File: config.mk
export PLATFORM = sky130hd
export DESIGN_NAME = hazard_unit
export DESIGN_NICKNAME = d
export VERILOG_FILES = /design/src/rtl/hazard_unit.sv
export SDC_FILE = /design/constraint.sdc
export NUM_CORES = 1
export LEC_CHECK = 0
export CAP_MARGIN = 10
export CELL_PAD_IN_SITES_DETAIL_PLACEMENT = 0
export CELL_PAD_IN_SITES_GLOBAL_PLACEMENT = 1
export CORE_MARGIN = 5
export CORE_UTILIZATION = 30
export DETAILED_ROUTE_END_ITERATION = 8
export PLACE_DENSITY = 0.87
export SLEW_MARGIN = 0
export SYNTH_ARGS = -nofsm -noshare
export SYNTH_HDL_FRONTEND = slang
export SYNTH_SLANG_ARGS = --single-unit
File: constraint.sdc
create_clock -name clk -period 2.1 [get_ports clk]
set_input_delay 0.42 -clock clk [delete_from_list [all_inputs] [get_ports clk]]
set_output_delay 0.42 -clock clk [all_outputs]
set_load 0.005 [all_outputs]
File: src/rtl/hazard_unit.sv
// Pipeline hazard/stall controller: load-use interlock, branch redirect flush,
// data-memory wait freeze with watchdog. Optional HAZARD_PERF_EN adds perf counters.
module hazard_unit #(
  parameter int MEM_TIMEOUT = 64,
  parameter int CNT_W       = 8
) (
  input  logic       clk,
  input  logic       rst_n,
  input  logic [4:0] if_id_rs1,
  input  logic [4:0] if_id_rs2,
  input  logic       if_id_uses_rs1,
  input  logic       if_id_uses_rs2,
  input  logic [4:0] id_ex_rd,
  input  logic       id_ex_mem_read,
  input  logic       ex_branch_taken,
  input  logic       dmem_req,
  input  logic       dmem_ready,
  output logic       pc_en,
  output logic       if_id_en,
  output logic       id_ex_en,
  output logic       ex_mem_en,
  output logic       if_id_flush,
  output logic       id_ex_flush,
  output logic       mem_wb_flush,
  output logic       redirect_en,
  output logic       mem_timeout
`ifdef HAZARD_PERF_EN
  ,
  output logic [31:0] stall_cycles,
  output logic [31:0] flush_events
`endif
);

  typedef enum logic [1:0] {
    ST_RUN  = 2'd0,
    ST_WAIT = 2'd1,
    ST_HALT = 2'd2
  } state_t;

  localparam logic [CNT_W-1:0] CNT_MAX   = {CNT_W{1'b1}};
  localparam logic [CNT_W-1:0] CNT_LIMIT = CNT_W'(MEM_TIMEOUT);

  state_t           state_r, state_s;
  logic [CNT_W-1:0] cnt_r, cnt_s, cnt_inc_s;
  logic             freeze_s;
  logic             load_use_s;
  logic             redirect_s;
  logic             lu_stall_s;

  assign cnt_inc_s  = (cnt_r == CNT_MAX) ? cnt_r : cnt_r + CNT_W'(1);
  assign load_use_s = id_ex_mem_read && (id_ex_rd != 5'd0) &&
                      ((if_id_uses_rs1 && (if_id_rs1 == id_ex_rd)) ||
                       (if_id_uses_rs2 && (if_id_rs2 == id_ex_rd)));
  assign redirect_s = !freeze_s && ex_branch_taken;
  assign lu_stall_s = !freeze_s && !ex_branch_taken && load_use_s;

  // State and wait-counter registers
  always_ff @(posedge clk or negedge rst_n) begin
    if (!rst_n) begin
      state_r <= ST_RUN;
      cnt_r   <= {CNT_W{1'b0}};
    end else begin
      state_r <= state_s;
      cnt_r   <= cnt_s;
    end
  end

  // Next state, wait counter and freeze decode; the RUN cycle that stalls counts as 1
  always_comb begin
    state_s  = state_r;
    cnt_s    = cnt_r;
    freeze_s = 1'b0;
    case (state_r)
      ST_RUN: begin
        if (dmem_req && !dmem_ready) begin
          freeze_s = 1'b1;
          state_s  = ST_WAIT;
          cnt_s    = CNT_W'(1);
        end else begin
          state_s  = ST_RUN;
        end
      end
      ST_WAIT: begin
        if (dmem_ready) begin
          state_s = ST_RUN;
        end else begin
          freeze_s = 1'b1;
          cnt_s    = cnt_inc_s;
          if (cnt_inc_s >= CNT_LIMIT) begin
            state_s = ST_HALT;
          end else begin
            state_s = ST_WAIT;
          end
        end
      end
      ST_HALT: begin
        freeze_s = 1'b1;
      end
      default: begin
        freeze_s = 1'b1;
        state_s  = ST_HALT;
      end
    endcase
  end

  // Pipeline control decode; reset forces bubbles everywhere without waiting for a clock
  always_comb begin
    pc_en        = 1'b1;
    if_id_en     = 1'b1;
    id_ex_en     = 1'b1;
    ex_mem_en    = 1'b1;
    if_id_flush  = 1'b0;
    id_ex_flush  = 1'b0;
    mem_wb_flush = 1'b0;
    redirect_en  = 1'b0;
    if (!rst_n) begin
      pc_en        = 1'b0;
      if_id_en     = 1'b0;
      id_ex_en     = 1'b0;
      ex_mem_en    = 1'b0;
      if_id_flush  = 1'b1;
      id_ex_flush  = 1'b1;
      mem_wb_flush = 1'b1;
    end else if (freeze_s) begin
      pc_en        = 1'b0;
      if_id_en     = 1'b0;
      id_ex_en     = 1'b0;
      ex_mem_en    = 1'b0;
      mem_wb_flush = 1'b1;
    end else if (redirect_s) begin
      redirect_en  = 1'b1;
      if_id_flush  = 1'b1;
      id_ex_flush  = 1'b1;
    end else if (lu_stall_s) begin
      pc_en        = 1'b0;
      if_id_en     = 1'b0;
      id_ex_flush  = 1'b1;
    end else begin
      pc_en        = 1'b1;
    end
  end

  assign mem_timeout = (state_r == ST_HALT);

`ifdef HAZARD_PERF_EN
  // Free-running performance counters, wrapping modulo 2^32
  always_ff @(posedge clk or negedge rst_n) begin
    if (!rst_n) begin
      stall_cycles <= 32'd0;
      flush_events <= 32'd0;
    end else begin
      if (freeze_s || lu_stall_s) begin
        stall_cycles <= stall_cycles + 32'd1;
      end
      if (redirect_s) begin
        flush_events <= flush_events + 32'd1;
      end
    end
  end
`endif

endmodule

==> summary.md <==
| Metric | Value |
|---|---|
| Placed Area | 1194 µm² |
| Post-synth ARST share | 100.0% |
| Clk sinks | 10 |
| First-pass GRT wire length | 3.353 mm |
| Post-DP HPWL | 1.742 mm |
| Chip Height | 61.06 µm |
| Setup crit start kind | input pin |
| Drt first pass iters | 4 |
| Switching power share of the total | 32.37% |
| CP Class | in -> out |
| Final Skew | 0.003797 ns |
| Design Area, Final | 1280 µm² |
| CP endpoint kind | output port |
| Final total power | 657.8 µW |
| P_int | 444.9 µW |
| Hold Fails Final Rpt | 0 |
| Port-buffer cells | 31 |
| Worst-path fanout max | 3 |
| VDD IR-drop max | 437.1 µV |
| Clock power frac | 26.6% |
| Setup TNS | 0 ns |
| Post-Route WL | 2.188 mm |
| Worst Tran Pin Value | 0.4723 ns |
| Fin crit share | 98.03% |
| Req. time, crit path | 1.68 ns |
| Non-Filler Instances | 157 |
| Reg2reg end | cnt_r[4] |
| # setup viols final | 0 |
| Vias in the first global route | 775 |
| #FFs+latches synth | 10 |
| Combinational share of power | 32.2% |
| Max Freq | 0.4857 GHz |
| RSZ-0062 raised after global routing | false |
| Clk pin slew, worst setup/hold paths | 0.07 ns |
| Pin count of the biggest net entering global routing | 11 |
| Via-per-instance ratio | 4.949 |
| Synth area leader | dfrtp_1 |
| Die Wd | 61.06 µm |
| Max-slew violations | 0 |
| HP Class | reg -> reg |
| Initial antenna violation count | 0 |
| Unique masters post-synth | 35 |
| Top_reg_cell synth | dfrtp_1 |
| Via count | 777 |
| Total gr overflow | 0 |
| Final worst slack | 0.04131 ns |
| Layout cells sized above 1 | 32.28% |
| Sequential share of power | 41.2% |
| Slew margin rel. | 68.07% |
| R2r startpoint | cnt_r[0] |
| CTS tree | done |
| 1st-iter DRT viols | 13 |
| Top-count cell post-synth | nand2_1 |
| Min-delay src | cnt_r[4] |
| Initial cell density of the core | 31.57% |
| Post-Route Utilization | 51.67% |
| Pre-CTS WS | -0.6694 ns |
| Post-DRT Antenna Nets | 0 |
| GRT Total Usage | 11.87% |
| Tmin final | 2.059 ns |
| Worst Hold End | cnt_r[4] |
| Most frequent cells after synthesis | nand2_1 (13), dfrtp_1 (10), xor2_1 (8) |
| R2R depth | 5 |
| Hold Path Depth | 1 |
| Mean Syn Cell Area | 9.537 µm² |
| Post-synth EDFFs | 0 |
| Cts hold-fix bufs | 0 |
| Longest Clk Path Bufs | 2 |
| I/O pins | 32 |
| Final Wtd Congestion | 0.7384 |
| Net Switching | 212.9 µW |
| H-tree Lvls | 1 |
| CTS Root Cell | clkbuf_4 |
| Placed cell count | 151 |
| Max-cap viol count | 0 |
| # DRC | 0 |
| Clock Latency Late Sink | 0.26 ns |
| Critical path arrival | 1.64 ns |
| Synth Cell Area | 782.0 µm² |
| Core Box Area | 2477 µm² |
| Total Nets Final | 152 |
| Seq/Total Area, Yosys | 32.00% |
| Mapped Nets | 106 |
| Site row count | 18 |
| WL/cell | 13.94 µm |
| Power density over the cells | 513.9 nW/µm² |
| Area Growth Syn to Fin | 63.68% |
| Die area | 3728 µm² |
| Status | finished clean |
| Antenna cell count | 0 |
| Top cells by area, synth | dfrtp_1 (32%), xor2_1 (9.0%), nand2_1 (6.2%) |
| CTS Buf Count | 3 |
| Synth warnings | 0 |
| Leakage Power | 0.6096 nW |
| Post-synth top area share | 32.00% |
| R2r setup slk | 0.34 ns |
| Hold_ws | 0.5314 ns |
| Syn Inst Count | 82 |
## power groups by stage
| stage | sequential (mW) | clock (mW) | combinational [mW] |
|---|---|---|---|
| after global routing | 0.276 | 0.191 | 0.231 |
| after CTS | 0.271 | 0.182 | 0.207 |
| after detailed placement | 0.273 | 0 | 0.208 |
| after floorplan | 0.265 | 0 | 0.102 |
| final | 0.271 | 0.175 | 0.212 |
| after global placement | 0.274 | 0 | 0.203 |
## cells by family after synthesis
| family | after synthesis | synth area share (%) |
|---|---|---|
| AO/OA/AOI/OAI | 15 | 19.04 |
| adder cells (fa/ha/maj) | 1 | 1.600 |
| XOR/XNOR | 11 | 12.32 |
| multiplexers | 4 | 5.120 |
| buffers and inverters | 8 | 4.799 |
| flip-flops | 10 | 32.00 |
| AND/OR/NAND/NOR | 33 | 25.12 |
## placed cells by master, fill, tap and decap left out, types with 2 or more instances in the layout
cell type / synthesis / final
nand2_1: 13 / 13
clkdlybuf4s50_1: 0 / 8
clkdlybuf4s15_1: 0 / 3
buf_2: 0 / 3
xnor2_1: 3 / 2
dlymetal6s2s_1: 0 / 2
dlygate4sd2_1: 0 / 12
xor2_1: 8 / 7
and3_1: 3 / 3
buf_4: 2 / 12
clkbuf_4: 0 / 3
nand4_1: 3 / 3
inv_1: 5 / 4
nor4_2: 0 / 2
clkdlybuf4s15_2: 0 / 2
mux2i_1: 4 / 4
o211ai_1: 2 / 2
o21ai_0: 2 / 2
nor2_1: 2 / 2
dfrtp_1: 10 / 10
## how the worst max path moves through the flow
stage	cells past startpoint	to	slack, ns	startpoint
5_1_grt	6	id_ex_flush	0.002	id_ex_rd[1]
4_1_cts	7	if_id_en	0.0006	id_ex_rd[2]
2_1_floorplan	4	pc_en	0.27	id_ex_rd[1]
3_3_place_gp	5	pc_en	-0.63	id_ex_rd[1]
6_report	5	if_id_en	0.04	id_ex_rd[1]
3_5_place_dp	5	if_id_en	-0.67	id_ex_rd[1]
## layout make-up
class / instances / area [µm²]
clock buffers: 4 / 36.28
fillers: 244 / 1197
inverters: 5 / 18.77
multi-input cells: 64 / 553.0
flip-flops and latches: 10 / 250.2
well taps: 30 / 37.54
repair buffers: 44 / 384.1
## worst max-delay path, stage by stage
cell and delay [ns]:
clkdlybuf4s15_2 0.22, or4_4 0.54, o2111ai_2 0.19, o21ba_2 0.16, buf_2 0.11
## registers in the layout (all words and copies together), names as in the netlist
signal	cells
cnt_r	8
state_r	2
## layer usage
metal	global-route usage [%]	part of all wire, %	vias up
met2	21.00	47	30
li1	-	-	389
met4	3.715	0	0
met1	14.05	42	358
met3	2.935	11	0
met5	0	0	-
## timing repair
action	CTS	global route
pin swaps	7	9
resized for setup	43	11
setup buffers	2	0
endpoints found under the setup margin	8	5
cloned	0	0
Power figures use the tool's default switching activity.
